--- src/rtl/hazard_stall_unit_if.sv ---
// Signal bundle between the pipeline datapath (master) and the hazard/stall unit (slave).
interface hazard_stall_unit_if #(
    parameter int WIDTH = 5,
    parameter int CNT_W = 32
);
    logic [WIDTH-1:0] ID_rs1;
    logic [WIDTH-1:0] ID_rs2;
    logic             ID_use_rs1;
    logic             ID_use_rs2;
    logic             EX_MemRead;
    logic             EX_RegWrite;
    logic [WIDTH-1:0] EX_rd;
    logic             EX_redirect;
    // Memory handshake: MEM_req is held high by MEM for as long as its access is
    // outstanding; the access completes in the cycle MEM_ready is 1. Every cycle
    // with MEM_req=1 and MEM_ready=0 freezes the whole pipeline.
    logic             MEM_req;
    logic             MEM_ready;
    logic             PC_stall;
    logic             IFID_stall;
    logic             IFID_flush;
    logic             IDEX_stall;
    logic             IDEX_flush;
    logic             EXMEM_stall;
    logic             MEMWB_flush;
    logic             mem_err;
    logic [CNT_W-1:0] stall_cycles;
    logic [CNT_W-1:0] flush_events;
    logic             dbg_memwait;

    modport master (
        output ID_rs1, ID_rs2, ID_use_rs1, ID_use_rs2,
        output EX_MemRead, EX_RegWrite, EX_rd, EX_redirect,
        output MEM_req, MEM_ready,
        input  PC_stall, IFID_stall, IFID_flush, IDEX_stall, IDEX_flush,
        input  EXMEM_stall, MEMWB_flush, mem_err, stall_cycles, flush_events,
        input  dbg_memwait
    );

    modport slave (
        input  ID_rs1, ID_rs2, ID_use_rs1, ID_use_rs2,
        input  EX_MemRead, EX_RegWrite, EX_rd, EX_redirect,
        input  MEM_req, MEM_ready,
        output PC_stall, IFID_stall, IFID_flush, IDEX_stall, IDEX_flush,
        output EXMEM_stall, MEMWB_flush, mem_err, stall_cycles, flush_events,
        output dbg_memwait
    );
endinterface

--- src/rtl/hazard_stall_unit.sv ---
// Five-stage pipeline hazard unit: memory freeze, redirect flush, load-use stall, memory timeout.
// Optional performance counters are built when HAZARD_PERF_CNT_EN is defined.
module hazard_stall_unit #(
    parameter int WIDTH   = 5,
    parameter int TIMEOUT = 256,
    parameter int CNT_W   = 32
) (
    input logic                clk,
    input logic                rst,
    hazard_stall_unit_if.slave hif
);
    localparam int WAIT_W = $clog2(TIMEOUT + 1);
    localparam logic [WAIT_W-1:0] WAIT_MAX = WAIT_W'(TIMEOUT);
    localparam logic [WIDTH-1:0]  REG_ZERO = '0;

    typedef enum logic {RUN = 1'b0, MEMWAIT = 1'b1} state_e;

    state_e            state_q, state_d;
    logic [WAIT_W-1:0] wait_cnt_q, wait_cnt_d;
    logic              mem_err_q, mem_err_d;
    logic              freeze, load_use;
    logic              pc_stall, ifid_stall, ifid_flush, idex_stall, idex_flush;
    logic              exmem_stall, memwb_flush;

    always_comb begin
        freeze   = hif.MEM_req & ~hif.MEM_ready;
        load_use = hif.EX_MemRead & hif.EX_RegWrite & (hif.EX_rd != REG_ZERO) &
                   ((hif.ID_use_rs1 & (hif.ID_rs1 == hif.EX_rd)) |
                    (hif.ID_use_rs2 & (hif.ID_rs2 == hif.EX_rd)));
    end

    // A redirect seen during a freeze is ignored here; EX holds it and re-presents it afterwards.
    always_comb begin
        pc_stall    = 1'b0;
        ifid_stall  = 1'b0;
        ifid_flush  = 1'b0;
        idex_stall  = 1'b0;
        idex_flush  = 1'b0;
        exmem_stall = 1'b0;
        memwb_flush = 1'b0;
        if (!rst) begin
            if (freeze) begin
                pc_stall    = 1'b1;
                ifid_stall  = 1'b1;
                idex_stall  = 1'b1;
                exmem_stall = 1'b1;
                memwb_flush = 1'b1;
            end else if (hif.EX_redirect) begin
                ifid_flush  = 1'b1;
                idex_flush  = 1'b1;
            end else if (load_use) begin
                pc_stall    = 1'b1;
                ifid_stall  = 1'b1;
                idex_flush  = 1'b1;
            end
        end
    end

    always_comb begin
        state_d    = state_q;
        wait_cnt_d = wait_cnt_q;
        mem_err_d  = mem_err_q | (wait_cnt_q == WAIT_MAX);
        case (state_q)
            RUN: begin
                if (freeze) begin
                    state_d    = MEMWAIT;
                    wait_cnt_d = '0;
                end
            end
            MEMWAIT: begin
                // Leaving on MEM_ready or on MEM_req dropping; the count restarts at zero.
                if (!freeze) begin
                    state_d    = RUN;
                    wait_cnt_d = '0;
                end else if (wait_cnt_q != WAIT_MAX) begin
                    wait_cnt_d = wait_cnt_q + WAIT_W'(1);
                end
            end
            default: begin
                state_d    = RUN;
                wait_cnt_d = '0;
            end
        endcase
    end

    always_ff @(posedge clk) begin
        if (rst) begin
            state_q    <= RUN;
            wait_cnt_q <= '0;
            mem_err_q  <= 1'b0;
        end else begin
            state_q    <= state_d;
            wait_cnt_q <= wait_cnt_d;
            mem_err_q  <= mem_err_d;
        end
    end

    assign hif.PC_stall    = pc_stall;
    assign hif.IFID_stall  = ifid_stall;
    assign hif.IFID_flush  = ifid_flush;
    assign hif.IDEX_stall  = idex_stall;
    assign hif.IDEX_flush  = idex_flush;
    assign hif.EXMEM_stall = exmem_stall;
    assign hif.MEMWB_flush = memwb_flush;
    assign hif.mem_err     = mem_err_q & ~rst;
    assign hif.dbg_memwait = (state_q == MEMWAIT) & ~rst;

`ifdef HAZARD_PERF_CNT_EN
    logic [CNT_W-1:0] stall_cnt_q, stall_cnt_d;
    logic [CNT_W-1:0] flush_cnt_q, flush_cnt_d;

    always_comb begin
        stall_cnt_d = stall_cnt_q;
        flush_cnt_d = flush_cnt_q;
        if (pc_stall && (stall_cnt_q != '1)) stall_cnt_d = stall_cnt_q + CNT_W'(1);
        if (idex_flush && (flush_cnt_q != '1)) flush_cnt_d = flush_cnt_q + CNT_W'(1);
    end

    always_ff @(posedge clk) begin
        if (rst) begin
            stall_cnt_q <= '0;
            flush_cnt_q <= '0;
        end else begin
            stall_cnt_q <= stall_cnt_d;
            flush_cnt_q <= flush_cnt_d;
        end
    end

    assign hif.stall_cycles = rst ? '0 : stall_cnt_q;
    assign hif.flush_events = rst ? '0 : flush_cnt_q;
`else
    assign hif.stall_cycles = {CNT_W{1'b0}};
    assign hif.flush_events = {CNT_W{1'b0}};
`endif
endmodule

--- src/flat_wrapper.sv ---
// flat-port wrapper written by rule: the top's interface ports become plain ports
module hazard_stall_unit_flat 
#(
    parameter int WIDTH   = 5,
    parameter int TIMEOUT = 256,
    parameter int CNT_W   = 32
)
  (clk, rst, hif_ID_rs1, hif_ID_rs2, hif_ID_use_rs1, hif_ID_use_rs2, hif_EX_MemRead, hif_EX_RegWrite, hif_EX_rd, hif_EX_redirect, hif_MEM_req, hif_MEM_ready, hif_PC_stall, hif_IFID_stall, hif_IFID_flush, hif_IDEX_stall, hif_IDEX_flush, hif_EXMEM_stall, hif_MEMWB_flush, hif_mem_err, hif_stall_cycles, hif_flush_events, hif_dbg_memwait);
  hazard_stall_unit_if #(.WIDTH(WIDTH), .CNT_W(CNT_W)) hif_i ();
  input logic clk;
  input logic rst;
  input wire logic [$bits(hif_i.ID_rs1)-1:0] hif_ID_rs1;
  input wire logic [$bits(hif_i.ID_rs2)-1:0] hif_ID_rs2;
  input wire logic [$bits(hif_i.ID_use_rs1)-1:0] hif_ID_use_rs1;
  input wire logic [$bits(hif_i.ID_use_rs2)-1:0] hif_ID_use_rs2;
  input wire logic [$bits(hif_i.EX_MemRead)-1:0] hif_EX_MemRead;
  input wire logic [$bits(hif_i.EX_RegWrite)-1:0] hif_EX_RegWrite;
  input wire logic [$bits(hif_i.EX_rd)-1:0] hif_EX_rd;
  input wire logic [$bits(hif_i.EX_redirect)-1:0] hif_EX_redirect;
  input wire logic [$bits(hif_i.MEM_req)-1:0] hif_MEM_req;
  input wire logic [$bits(hif_i.MEM_ready)-1:0] hif_MEM_ready;
  output wire logic [$bits(hif_i.PC_stall)-1:0] hif_PC_stall;
  output wire logic [$bits(hif_i.IFID_stall)-1:0] hif_IFID_stall;
  output wire logic [$bits(hif_i.IFID_flush)-1:0] hif_IFID_flush;
  output wire logic [$bits(hif_i.IDEX_stall)-1:0] hif_IDEX_stall;
  output wire logic [$bits(hif_i.IDEX_flush)-1:0] hif_IDEX_flush;
  output wire logic [$bits(hif_i.EXMEM_stall)-1:0] hif_EXMEM_stall;
  output wire logic [$bits(hif_i.MEMWB_flush)-1:0] hif_MEMWB_flush;
  output wire logic [$bits(hif_i.mem_err)-1:0] hif_mem_err;
  output wire logic [$bits(hif_i.stall_cycles)-1:0] hif_stall_cycles;
  output wire logic [$bits(hif_i.flush_events)-1:0] hif_flush_events;
  output wire logic [$bits(hif_i.dbg_memwait)-1:0] hif_dbg_memwait;
  assign hif_i.ID_rs1 = hif_ID_rs1;
  assign hif_i.ID_rs2 = hif_ID_rs2;
  assign hif_i.ID_use_rs1 = hif_ID_use_rs1;
  assign hif_i.ID_use_rs2 = hif_ID_use_rs2;
  assign hif_i.EX_MemRead = hif_EX_MemRead;
  assign hif_i.EX_RegWrite = hif_EX_RegWrite;
  assign hif_i.EX_rd = hif_EX_rd;
  assign hif_i.EX_redirect = hif_EX_redirect;
  assign hif_i.MEM_req = hif_MEM_req;
  assign hif_i.MEM_ready = hif_MEM_ready;
  assign hif_PC_stall = hif_i.PC_stall;
  assign hif_IFID_stall = hif_i.IFID_stall;
  assign hif_IFID_flush = hif_i.IFID_flush;
  assign hif_IDEX_stall = hif_i.IDEX_stall;
  assign hif_IDEX_flush = hif_i.IDEX_flush;
  assign hif_EXMEM_stall = hif_i.EXMEM_stall;
  assign hif_MEMWB_flush = hif_i.MEMWB_flush;
  assign hif_mem_err = hif_i.mem_err;
  assign hif_stall_cycles = hif_i.stall_cycles;
  assign hif_flush_events = hif_i.flush_events;
  assign hif_dbg_memwait = hif_i.dbg_memwait;
  hazard_stall_unit #(.WIDTH(WIDTH), .TIMEOUT(TIMEOUT), .CNT_W(CNT_W)) u_core (.clk(clk), .rst(rst), .hif(hif_i));
endmodule
--- config.mk ---
export PLATFORM = sky130hd
export DESIGN_NAME = hazard_stall_unit_flat
export DESIGN_NICKNAME = d
export VERILOG_FILES = /design/src/rtl/hazard_stall_unit_if.sv /design/src/rtl/hazard_stall_unit.sv /design/src/flat_wrapper.sv
export SDC_FILE = /design/constraint.sdc
export NUM_CORES = 1
export LEC_CHECK = 0
export ABC_CLOCK_PERIOD_IN_PS = 4760
export BUFFER_PORTS_ARGS = -buffer_cell sky130_fd_sc_hd__buf_2
export CORE_UTILIZATION = 40
export CTS_BUF_LIST = sky130_fd_sc_hd__clkbuf_8
export CTS_CLUSTER_SIZE = 14
export DETAILED_ROUTE_END_ITERATION = 10
export PLACE_DENSITY = 0.89
export SYNTH_ARGS = -nofsm -noshare
export SYNTH_HDL_FRONTEND = slang
export SYNTH_SLANG_ARGS = --single-unit
--- constraint.sdc ---
create_clock -name clk -period 4.76 [get_ports clk]
set_clock_uncertainty 0.1 [all_clocks]
set_input_delay 0 -clock clk [delete_from_list [all_inputs] [get_ports clk]]
set_output_delay 0 -clock clk [all_outputs]
set_load 0.1 [all_outputs]
======== Yosys cells after proc, flatten, opt, wreduce, memory -nomap -nowiden ========
Cells that the tools add are included.
storage, ports and cells
  bits in registers ....................... 11
  input bits .............................. 24
  output and inout bits ................... 73
  word-level logic and storage cells ...... 41
cells by class
  add/sub/neg operators ................... 1
  equality and inequality tests ........... 6
  muxes and demuxes ....................... 16
  bitwise operators ....................... 13
  reductions and logical operators ........ 2
operators with widths
  cell                 count
  $mux 9               3
  $pmux 9 s2           1
  $mux 1               12
  $eq 5x5->1           2
  $add 9x1->9 const B  1
  $eq 9x9->1 const B   1
  $ne 9x9->1 const B   1
  $and 1x1->1          8
  $reduce_bool 5->1    1
  $ne 3x3->1 const B   1
  $not 1->1            3
  $ne 2x1->1 const B   1
  $or 1x1->1           2
  $reduce_and 2->1     1

======== Logic depth before layout (Yosys ltp) ========
  depth after elaboration ................. 8
  depth in mapped cells ................... 7
  mapped depth without buffers ............ 6

======== Worst setup path after synthesis ========
Ideal clock, no wire load.
  path type ............................... input to output
  start point ............................. in hif_EX_rd[3]
  end point ............................... out hif_PC_stall
  data arrival time ....................... 3.530 ns
  required time ........................... 4.660 ns
  setup slack ............................. 1.130 ns
  stages on the path ...................... 5
  cells stage by stage .................... xor2_1 nor4_1 a32oi_1 o32ai_1 buf_4
between the ends
  longest elaborated chain between the ends .. 8
  elaborated cells between the ends (all ways) .. 12
ends and longest elaborated chain
  element                                line                                              source
  from (decl)                            flat_wrapper.sv:18                                input wire logic [$bits(hif_i.EX_rd)-1:0] hif_EX_rd;
  $eq 5x5->1, on equally long branches   hazard_stall_unit.sv:28, hazard_stall_unit.sv:29
  $and 1x1->1, on equally long branches  hazard_stall_unit.sv:28, hazard_stall_unit.sv:29
  $or 1x1->1                             hazard_stall_unit.sv:28                           ((hif.ID_use_rs1 & (hif.ID_rs1 == hif.EX_rd)) |
  $and 1x1->1 *                          hazard_stall_unit.sv:27                           load_use = hif.EX_MemRead & hif.EX_RegWrite & (hif.EX_rd != REG_ZERO) &
  $mux 1 * (4 in series)                 n/a
  to (decl)                              flat_wrapper.sv:22                                output wire logic [$bits(hif_i.PC_stall)-1:0] hif_PC_stall;
Mark *: on every way between the ends. The rest lies on a longest branch, timed or not.

======== Worst setup path after layout ========
  start point ............................. reg u_core.wait_cnt_q[0]
  end point ............................... reg u_core.wait_cnt_q[8]
between the ends
  longest elaborated chain between the ends .. 4
  elaborated cells between the ends (all ways) .. 7
ends and longest elaborated chain
  element                 line                     source
  from (decl)             hazard_stall_unit.sv:19  logic [WAIT_W-1:0] wait_cnt_q, wait_cnt_d;
  from (signal assigned)  hazard_stall_unit.sv:93  wait_cnt_q <= wait_cnt_d;
  $add 9x1->9             hazard_stall_unit.sv:76  wait_cnt_d = wait_cnt_q + WAIT_W'(1);
  $mux 9                  hazard_stall_unit.sv:75  end else if (wait_cnt_q != WAIT_MAX) begin
  $mux 9                  hazard_stall_unit.sv:72  if (!freeze) begin
  $pmux 9 s2              hazard_stall_unit.sv:63  case (state_q)
Several ways; a longest one is shown, not always the timed one. The select of a mux whose other input is x is not followed.
A chain may end at the register's enable or synchronous reset.

==> summary.txt <==
Final period util: 41.8%
reg2reg end: u_core.wait_cnt_q[8]
Inserted Clock Buffers: 3
Worst-path clk slew: 0.05 ns
number of port buffers: 32
Final Non-Filler Cells: 234
FF-to-FF setup slack: 2.77 ns
Pleak: 0.634 nW
Tightest Hold Check Type: in -> reg
Hold-fix buffers, CTS: 0
required time of the worst setup path: 4.82 ns
adder-cell share of the synthesized area: 1.93%
ys async rst share: 0%
post-layout minimum cycle time: 1.99 ns
hold_sp: rst
Synth Area in XOR/XNOR: 6.75%
# IOs: 97
clock sink count: 11
full die area: 3480 sq um
DRC Markers: 0
Worst setup SP type: flop
vias per cell: 4.38
Tot GR Track Use: 13.0%
Clk Latency, worst-skew pair: 0.24 ns
Setup TNS: 0 ns
CTS tree: built
register area: 220 sq um
crit path launch: u_core.wait_cnt_q[0]
Final Hold Viols: 0
# resized after CTS: 0
smallest setup slack after layout: 2.77 ns
hold endpoint: u_core.mem_err_q
Design Area, Final: 1260 sq um
CP Data Arrival Time: 2.05 ns
initial DRC count: 31
grt ovf: 0
Max VDD drop: 0.169 mV
Setup Viol. Count Final: 0
Die Y: 59.0 um
Worst setup EP type: flop
vias in the first global route: 856
Post-synth EDFFs: 0
layout filler cell count: 327
H-tree depth: 1
Synth Area in Compound Gates: 12.2%
reg2reg path depth: 6
fmax: 0.503 GHz
Starting Density: 42.5%
largest family of logic cells by synthesized area: buffers and inverters
CP max FO: 15
dpl ws: 2.80 ns
Placer Congestion: 0.820
reg2reg start: u_core.wait_cnt_q[0]
outcome: finished clean
Post-DP Area: 1220 sq um
layout cells sized above 1: 21.6%
cells after synthesis: 161
Least-Margin Pin Slew: 0.604 ns
core area: 3050 sq um
Seq/Total Area, Yosys: 17.0%
Setup CP Type: reg -> reg
nets@finish: 217
Synth cell types: 33
initial antenna violation count: 0
ANT nets after route: 0
1st-pass router iterations: 4
final wirelength: 2240 um
drt wl/cell: 9.57 um
total number of vias: 1024
Syn-to-layout area delta: -2.51%
# diodes: 0
# rows: 20
Simple-Gate Fraction of Synth Area: 20.0%
max cap viols: 0
synth warn: 0
final HPWL from detailed placement: 1810 um
global-route wire length before repair: 3400 um
Cells on Worst Hold Path: 2
Cell Area, Synth: 1300 sq um
Post-CTS Setup Repair Bufs: 0
Synth Register Bits: 11
placed cells: 230
Root Driver: clkbuf_8
RSZ-0062 raised after global routing: no
ys flop type: dfxtp_1
multi-input logic area: 769 sq um
Slew headroom: 59.7%
largest net degree at the start of global routing: 16
multiplexer share of the synthesized area: 0%
Max Slew Vio Count: 0
Power Density: 364 nW/um^2
Die Wd: 59.0 um
clk buf depth: 2
syn_area_per_cell: 8.06 sq um
-- sequential cells by signal (all words and copies together) (netlist names) --
signal	count
u_core.wait_cnt_q	9
u_core.mem_err_q	1
u_core.state_q	1
-- power by group --
| group | leakage [nW] | internal, mW | switching, mW | total (mW) |
|---|---|---|---|---|
| registers | 0.0888 | 0.0927 | 0.000582 | 0.0933 |
| logic | 0.519 | 0.0161 | 0.257 | 0.273 |
| clock network | 0.0269 | 0.0568 | 0.0375 | 0.0943 |
| total | 0.634 | 0.166 | 0.295 | 0.461 |
-- worst max path at each step --
stage,end,slack (ns),cells past startpoint
2_1_floorplan,hif_PC_stall,1.13,5
3_3_place_gp,u_core.wait_cnt_q[8],2.92,6
3_5_place_dp,u_core.wait_cnt_q[8],2.80,6
4_1_cts,u_core.wait_cnt_q[8],2.79,6
5_1_grt,u_core.wait_cnt_q[8],2.58,6
6_report,u_core.wait_cnt_q[8],2.77,6
-- through the flow --
| stage | utilization (%) | power (mW) | hold WS, ns |
|---|---|---|---|
| finish | 41.4 | 0.461 | 0.00283 |
| global route | 41.4 | 0.473 | 0.0284 |
| CTS | 41.4 | 0.462 | 0.00389 |
| detailed placement | 40.0 | 0.367 | 0.257 |
| global placement | 40.0 | 0.366 | 0.243 |
| floorplan | - | 0.392 | -0.0279 |
-- cell families after synthesis --
family                     after synthesis
buffers and inverters                   74
DFF                                     11
other                                    1
adders and majority gates                2
and+or+nand+nor                         40
AOI/OAI and AO/OA                       23
xor gates and xnor gates                10
-- worst max-delay path: stages (launching register included) --
cell      delay (ns)
dfxtp_1         0.41
inv_1           0.07
ha_1            0.20
nor4b_4         0.14
a21oi_2         0.51
o21ai_0         0.19
a311oi_1        0.28
-- synth_stat cells (all sizes together), types with 2 or more instances --
master	count	area, sq um
ha	2	25.0
o21ai	5	25.0
a41oi	2	17.5
nand2b	2	12.5
a21oi	5	28.8
dfxtp	11	220
nor4	2	12.5
xor2	8	70.1
inv	4	15.0
and3	4	26.3
nor2b	3	18.8
buf	70	529
xnor2	2	17.5
nand2	6	22.5
nor2	7	28.8
a311oi	3	26.3
nand3b	4	30.0
a31oi	3	18.8
nand3	7	35.0
nor4b	2	47.6
-- placed cells by master (no fill, tap or decap), types with 2 or more instances in the layout --
cell type  count
xnor2_1        2
and3_1         3
a31oi_1        3
a311oi_1       3
conb_1        64
ha_1           2
a21oi_1        4
dfxtp_1       11
clkbuf_8       3
nor4_1         2
nor2b_1        3
nand2b_1       2
nand3b_1       4
a41oi_1        2
nand2_1        6
o21ai_0        5
xor2_1         8
buf_2         32
nor4b_4        2
nor2_1         6
inv_1          5
nand3_1        7
-- area by class of cell --
cell class / count / share of cell area (%)
repair buffers: 32 / 12.7
well taps: 44 / 4.35
clock buffers: 3 / 3.26
clock inverters: 1 / 0.297
multi-input cells: 139 / 60.8
flip-flops and latches: 11 / 17.4
inverters: 4 / 1.19
-- metal layers --
metal / routed length (um) / vias up / global-route usage [%]
met5: 0 / - / 0
met4: 68 / 0 / 12.2
met3: 162 / 7 / 2.64
met2: 1150 / 66 / 20.3
met1: 857 / 476 / 14.6
li1: - / 475 / -
Note: power is estimated with default switching activity, not from simulation.
